**config.mk**
```make
export PLATFORM = sky130hd
export DESIGN_NAME = par_to_ser_flat
export DESIGN_NICKNAME = d
export VERILOG_FILES = /design/src/rtl/par_to_ser_pkg.sv /design/src/rtl/par_to_ser_if.sv /design/src/rtl/tx_bit_counter.sv /design/src/rtl/par_to_ser.sv /design/src/flat_wrapper.sv
export SDC_FILE = /design/constraint.sdc
export NUM_CORES = 1
export LEC_CHECK = 0
export CAP_MARGIN = 20
export CELL_PAD_IN_SITES_DETAIL_PLACEMENT = 0
export CELL_PAD_IN_SITES_GLOBAL_PLACEMENT = 1
export CORE_AREA = 2 2 52 54
export CTS_CLUSTER_DIAMETER = 80
export DETAILED_ROUTE_END_ITERATION = 12
export DIE_AREA = 0 0 54 56
export PLACE_DENSITY = 0.84
export RECOVER_POWER = 100
export SLEW_MARGIN = 5
export SYNTH_ARGS = -nofsm -noshare
export SYNTH_HDL_FRONTEND = slang
export SYNTH_SLANG_ARGS = --single-unit
```
**constraint.sdc**
```tcl
create_clock -name MHz10 -period 3.4 [get_ports MHz10]
set_input_delay 0.51 -clock MHz10 [delete_from_list [all_inputs] [get_ports MHz10]]
set_output_delay 0.51 -clock MHz10 [all_outputs]
set_load 0.02 [all_outputs]
```
**src/rtl/par_to_ser_pkg.sv**
```systemverilog
// Shared types and sizing helpers for the par_to_ser transmitter.
// PAR_TO_SER_PARITY_EN appends an even-parity bit after the data bits.
package par_to_ser_pkg;

  localparam int DEF_N = 8;

  typedef enum logic [1:0] {
    IDLE  = 2'd0,
    START = 2'd1,
    SHIFT = 2'd2,
    DONE  = 2'd3
  } state_e;

  // Bits on the wire per frame: data plus the optional parity bit.
  function automatic int num_bits(input int n);
`ifdef PAR_TO_SER_PARITY_EN
    return n + 1;
`else
    return n;
`endif
  endfunction

  function automatic int cnt_width(input int n);
    return $clog2(num_bits(n) + 1);
  endfunction

endpackage

```
**src/rtl/par_to_ser_if.sv**
```systemverilog
// Load handshake and serial-line bundle between par_to_ser and its user.
interface par_to_ser_if #(
  parameter int N = 8
);
  logic         load;
  logic [N-1:0] parIn;
  logic         ready;
  logic         serial;
  logic         enable;
  logic         clear;
  logic         done;

  modport master (
    output load, parIn,
    input  ready, serial, enable, clear, done
  );

  modport slave (
    input  load, parIn,
    output ready, serial, enable, clear, done
  );
endinterface

```
**src/rtl/tx_bit_counter.sv**
```systemverilog
// Bit counter for the transmitter; flags the last bit of the frame.
module tx_bit_counter #(
  parameter int W    = 4,
  parameter int LAST = 7
) (
  input  logic clk_i,
  input  logic rst_i,
  input  logic clear_i,
  input  logic inc_i,
  output logic tc_o
);

  logic [W-1:0] cnt_q, cnt_d;

  always_comb begin
    cnt_d = cnt_q;
    if (clear_i)
      cnt_d = '0;
    else if (inc_i)
      cnt_d = cnt_q + 1'b1;
  end

  always_ff @(posedge clk_i) begin
    if (rst_i)
      cnt_q <= '0;
    else
      cnt_q <= cnt_d;
  end

  assign tc_o = (cnt_q == W'(LAST));

endmodule

```
**src/rtl/par_to_ser.sv**
```systemverilog
// Parallel-to-serial transmitter: LSB-first bits with enable/clear/done framing.
// PAR_TO_SER_PARITY_EN adds an even-parity bit after the N data bits.
//
// state | meaning
// IDLE  | ready for a load, line held low
// START | one-cycle clear pulse to the receiver
// SHIFT | one bit per en tick, enable follows en
// DONE  | one-cycle done pulse, line low
module par_to_ser
  import par_to_ser_pkg::*;
#(
  parameter int N = DEF_N
) (
  input  logic MHz10,
  input  logic rst,
  input  logic en,
  input  logic abort,
  par_to_ser_if.slave bus
);

  localparam int NB = num_bits(N);
  localparam int CW = cnt_width(N);

  state_e          state_q, state_d;
  logic [NB-1:0]   shreg_q, shreg_d;
  logic            serial_q, serial_d;
  logic            ready_q, ready_d;
  logic            clear_q, clear_d;
  logic            done_q, done_d;
  logic            cnt_clr, cnt_inc, cnt_tc;

  tx_bit_counter #(
    .W    (CW),
    .LAST (NB - 1)
  ) u_cnt (
    .clk_i   (MHz10),
    .rst_i   (rst),
    .clear_i (cnt_clr),
    .inc_i   (cnt_inc),
    .tc_o    (cnt_tc)
  );

  always_comb begin
    state_d  = state_q;
    shreg_d  = shreg_q;
    serial_d = serial_q;
    ready_d  = ready_q;
    clear_d  = 1'b0;
    done_d   = 1'b0;
    cnt_clr  = 1'b0;
    cnt_inc  = 1'b0;
    if (abort) begin
      state_d  = IDLE;
      shreg_d  = '0;
      cnt_clr  = 1'b1;
      serial_d = 1'b0;
      ready_d  = 1'b1;
    end else begin
      case (state_q)
        IDLE: begin
          ready_d  = 1'b1;
          serial_d = 1'b0;
          if (bus.load) begin
`ifdef PAR_TO_SER_PARITY_EN
            shreg_d = {^bus.parIn, bus.parIn};
`else
            shreg_d = bus.parIn;
`endif
            cnt_clr = 1'b1;
            state_d = START;
            ready_d = 1'b0;
            clear_d = 1'b1;
          end
        end
        START: begin
          state_d  = SHIFT;
          serial_d = shreg_q[0];
          ready_d  = 1'b0;
        end
        SHIFT: begin
          ready_d = 1'b0;
          if (en) begin
            shreg_d = shreg_q >> 1;
            cnt_inc = 1'b1;
            // serial_q presents the next bit for the whole following cycle
            if (cnt_tc) begin
              state_d  = DONE;
              done_d   = 1'b1;
              serial_d = 1'b0;
            end else begin
              serial_d = shreg_q[1];
            end
          end
        end
        DONE: begin
          state_d = IDLE;
          ready_d = 1'b1;
        end
        default: begin
          state_d = IDLE;
          ready_d = 1'b1;
        end
      endcase
    end
  end

  always_ff @(posedge MHz10) begin
    if (rst) begin
      state_q  <= IDLE;
      shreg_q  <= '0;
      serial_q <= 1'b0;
      ready_q  <= 1'b1;
      clear_q  <= 1'b0;
      done_q   <= 1'b0;
    end else begin
      state_q  <= state_d;
      shreg_q  <= shreg_d;
      serial_q <= serial_d;
      ready_q  <= ready_d;
      clear_q  <= clear_d;
      done_q   <= done_d;
    end
  end

  assign bus.ready  = ready_q;
  assign bus.serial = serial_q;
  assign bus.clear  = clear_q;
  assign bus.done   = done_q;
  assign bus.enable = (state_q == SHIFT) & en & ~abort & ~rst;

endmodule

```
**src/flat_wrapper.sv**
```systemverilog
// flat-port wrapper written by rule: the top's interface ports become plain ports
module par_to_ser_flat import par_to_ser_pkg::*;
#(
  parameter int N = DEF_N
)
  (MHz10, rst, en, abort, bus_load, bus_parIn, bus_ready, bus_serial, bus_enable, bus_clear, bus_done);
  par_to_ser_if #(.N(N)) bus_i ();
  input  logic MHz10;
  input  logic rst;
  input  logic en;
  input  logic abort;
  input wire logic [$bits(bus_i.load)-1:0] bus_load;
  input wire logic [$bits(bus_i.parIn)-1:0] bus_parIn;
  output wire logic [$bits(bus_i.ready)-1:0] bus_ready;
  output wire logic [$bits(bus_i.serial)-1:0] bus_serial;
  output wire logic [$bits(bus_i.enable)-1:0] bus_enable;
  output wire logic [$bits(bus_i.clear)-1:0] bus_clear;
  output wire logic [$bits(bus_i.done)-1:0] bus_done;
  assign bus_i.load = bus_load;
  assign bus_i.parIn = bus_parIn;
  assign bus_ready = bus_i.ready;
  assign bus_serial = bus_i.serial;
  assign bus_enable = bus_i.enable;
  assign bus_clear = bus_i.clear;
  assign bus_done = bus_i.done;
  par_to_ser #(.N(N)) u_core (.MHz10(MHz10), .rst(rst), .en(en), .abort(abort), .bus(bus_i));
endmodule
```
==> metrics.md <==
| Metric | Value |
|---|---|
| Commonest non-fill, non-tap cells in the layout | sky130_fd_sc_hd__dfxtp_1 (18), sky130_fd_sc_hd__clkdlybuf4s50_1 (11), sky130_fd_sc_hd__nor3_1 (8) |
| Int Pwr | 0.000321 W |
| Fraction of layout instances using a drive strength above 1 | 12.0% |
| Number of vias per cell | 5.43 |
| Total Routed Length | 1.98 mm |
| Minimum hold slack | 0.473 ns |
| Total clock buffers created by CTS | 3 |
| Share of power burned in registers | 52.0% |
| Area of the core region | 2430 µm² |
| Effective utilization at floorplan | 40.0% |
| Count of flip-flops with a built-in enable after synthesis | 0 |
| Post-synthesis sequential element count | 18 |
| Post-synth net total | 121 |
| Total routing usage reported by global routing | 14.4% |
| Vias | 798 |
| Switching power share of the total | 25.1% |
| DP Wirelength | 1.46 mm |
| Clock Skew | 0.00490 ns |
| GR Overflow Total | 0 |
| Ant diodes | 0 |
| RSZ-0062 raised after global routing | false |
| Rel. slew slack | 46.7% |
| Synthesis warning total | 0 |
| I/O pins | 18 |
| Commonest non-fill, non-tap cell in the layout | sky130_fd_sc_hd__dfxtp_1 |
| Async S/R FF share, synth | 0% |
| Number of buffers on the longest clock path | 2 |
| Post-CTS Repair Setup Buffers | 0 |
| Final-report setup violation count | 0 |
| Clock latency reported for the late side of the worst-skew pair | 0.29 ns |
| Clock-pin transition on the worst setup and hold timing paths | 0.11 ns |
| Hold buffer count at cts | 0 |
| Wire length of the first global-routing pass | 3.28 mm |
| Sequential fraction of the synthesis area | 37.1% |
| Combinational share of power | 17.1% |
| Number of max-slew violations in the final report | 0 |
| Critical Path Sink Type | output port |
| Mapped Cells | 102 |
| P_sw | 0.000108 W |
| Antenna violations before repair | 0 |
| CTS tree | built |
| Detailed router's first-iteration violation count | 13 |
| Endpoint required time on the critical path | 2.89 ns |
| Final layout net count | 137 |
| Number of global-route vias before repair | 749 |
| Beginning of the worst register-to-register path | u_core.state_q[0] |
| Power density relative to cell area | 367 nW/µm² |
| Die Outline Area | 3020 µm² |
| Register area | 360 µm² |
| Largest voltage drop on the vdd net | 0.167 mV |
| Data arrival time of the worst path | 2.07 ns |
| Post-synthesis cell area | 972 µm² |
| Syn_area_per_cell | 9.53 µm² |
| Slew at the pin with the worst max-slew slack | 0.797 ns |
| Filler Cell Count | 246 |
| Wirelength per Cell | 13.4 µm |
| Status | completed |
| Crit Path Category | primary input to output port |
| Site row count | 18 |
| GP Congestion | 0.765 |
| Total number of clock tree sinks | 18 |
| Final total negative setup slack | 0 ns |
| Cts repair resizes | 0 |
| Maximum number of pins on one net before global-route repair | 14 |
| Post-synthesis to final-layout area growth | 20.1% |
| Distinct cell type count of the synthesized netlist | 33 |
| Port Buf Inserts | 17 |
| Clock period minus worst slack | 2.58 ns |
| Leakage Power | 0.452 nW |
| Initial DRT Pass Iterations | 4 |
| Max Clk Rate | 388 MHz |
| Die span in y | 56 µm |
| Fin area | 1170 µm² |
| Kind of launch point of the worst setup path | primary input |
| Final cycle utilization of the critical path | 75.9% |
| Antenna Violating Nets Remaining | 0 |
| Worst setup path start | abort |
| Share of power burned in the clock network | 30.9% |
| Placed cell areas | 1140 µm² |
| Number of failing hold endpoints at the final stage | 0 |
| Hold path start | u_core.shreg_q[7] |
| Primary flip-flop cell chosen by synthesis mapping | sky130_fd_sc_hd__dfxtp_1 |
| Total of max-cap violations | 0 |
| Worst-path fanout max | 6 |
| Worst hold path class | register to register |
| Post-route DRC | 0 |
| Multi-input gate area | 548 µm² |
| Width of the die | 54 µm |
| Clock H-tree levels | 1 |
| Master cell of the clock root buffer | sky130_fd_sc_hd__clkbuf_4 |
[layer usage]
metal / global-route usage, % / vias to the layer above / part of all wire (%)
met5: 0 / - / 0
met4: 6.43 / 0 / 1.5
met3: 2.69 / 4 / 5.0
met2: 22.3 / 16 / 46
met1: 18.9 / 374 / 48
li1: - / 404 / -
[cell families (layout without fill, tap and decap cells)]
group	Yosys count	after routing	share of synthesized area, %
muxes	9	9	11.7
DFF	18	18	37.1
xor gates and xnor gates	2	2	1.80
AOI/OAI and AO/OA	18	18	12.9
adders and majority gates	6	6	7.72
and+or+nand+nor	40	40	23.6
buffers and inverters	9	24	5.28
[synthesized netlist by cell type, types with 2 or more instances]
cell                       count  area [µm²]
sky130_fd_sc_hd__nand2_1       6        22.5
sky130_fd_sc_hd__mux2i_1       2        20.0
sky130_fd_sc_hd__xor2_1        2        17.5
sky130_fd_sc_hd__a31oi_1       7        43.8
sky130_fd_sc_hd__nor4_1        7        43.8
sky130_fd_sc_hd__nand2b_1      2        12.5
sky130_fd_sc_hd__nor2b_1       2        12.5
sky130_fd_sc_hd__o31ai_1       2        15.0
sky130_fd_sc_hd__o21ai_0       2        10.0
sky130_fd_sc_hd__buf_6         2        22.5
sky130_fd_sc_hd__ha_1          6        75.1
sky130_fd_sc_hd__nor2_1        6        22.5
sky130_fd_sc_hd__a21oi_1       3        15.0
sky130_fd_sc_hd__clkbuf_1      2        7.51
sky130_fd_sc_hd__nor3_1        8        40.0
sky130_fd_sc_hd__dfxtp_1      18         360
sky130_fd_sc_hd__buf_2         2        10.0
sky130_fd_sc_hd__inv_1         2        7.51
sky130_fd_sc_hd__nand4b_1      2        17.5
sky130_fd_sc_hd__mux2_2        3        33.8
sky130_fd_sc_hd__mux2_4        4        60.1
[cell type report]
type	instances	share of cell area (%)
Multi-Input combinational cell	75	46.9
Sequential cell	18	30.9
Timing Repair Buffer	18	15.2
Tap cell	30	3.22
Clock buffer	4	3.11
Inverter	2	0.643
[sequential cells by signal (all words and copies together) (netlist names)]
name / cells
u_core.u_cnt.cnt_q: 4
u_core.bus.clear: 1
u_core.bus.serial: 1
u_core.bus.done: 1
u_core.state_q: 2
u_core.bus.ready: 1
u_core.shreg_q: 8
[worst max-delay path, stage by stage]
cell                              delay, ns
sky130_fd_sc_hd__clkdlybuf4s50_1       0.46
sky130_fd_sc_hd__nand3b_1              0.30
sky130_fd_sc_hd__nor2_1                0.13
sky130_fd_sc_hd__dlygate4sd3_1         0.67
[power groups by stage]
stage          combinational [W]  clock [W]  sequential (W)
3_5_place_dp           0.0000749          0        0.000228
5_1_grt                0.0000816   0.000145        0.000224
2_1_floorplan          0.0000497          0        0.000228
4_1_cts                0.0000756   0.000138        0.000223
3_3_place_gp           0.0000748          0        0.000228
6_report               0.0000733   0.000133        0.000223
[final timing paths]
| path | depth (start not counted) | slack, ns | to |
|---|---|---|---|
| max | 4 | 0.82 | bus_enable |
| min | 2 | 0.47 | u_core.shreg_q[7] |
| max reg2reg | 5 | 1.53 | u_core.state_q[1] |
| min reg2reg | 2 | 0.47 | u_core.shreg_q[7] |
[through the flow]
stage / power, W / worst slack [ns] / util (%) / instances
finish: 0.000429 / 0.820 / 48.0 / 147
global route: 0.000451 / 0.716 / 48.0 / 147
CTS: 0.000437 / 0.961 / 48.5 / 147
detailed placement: 0.000303 / 0.970 / 47.0 / 143
global placement: 0.000303 / 0.993 / 47.0 / 143
floorplan: 0.000278 / 1.79 / - / 102
(Power assumes the default switching activity.)
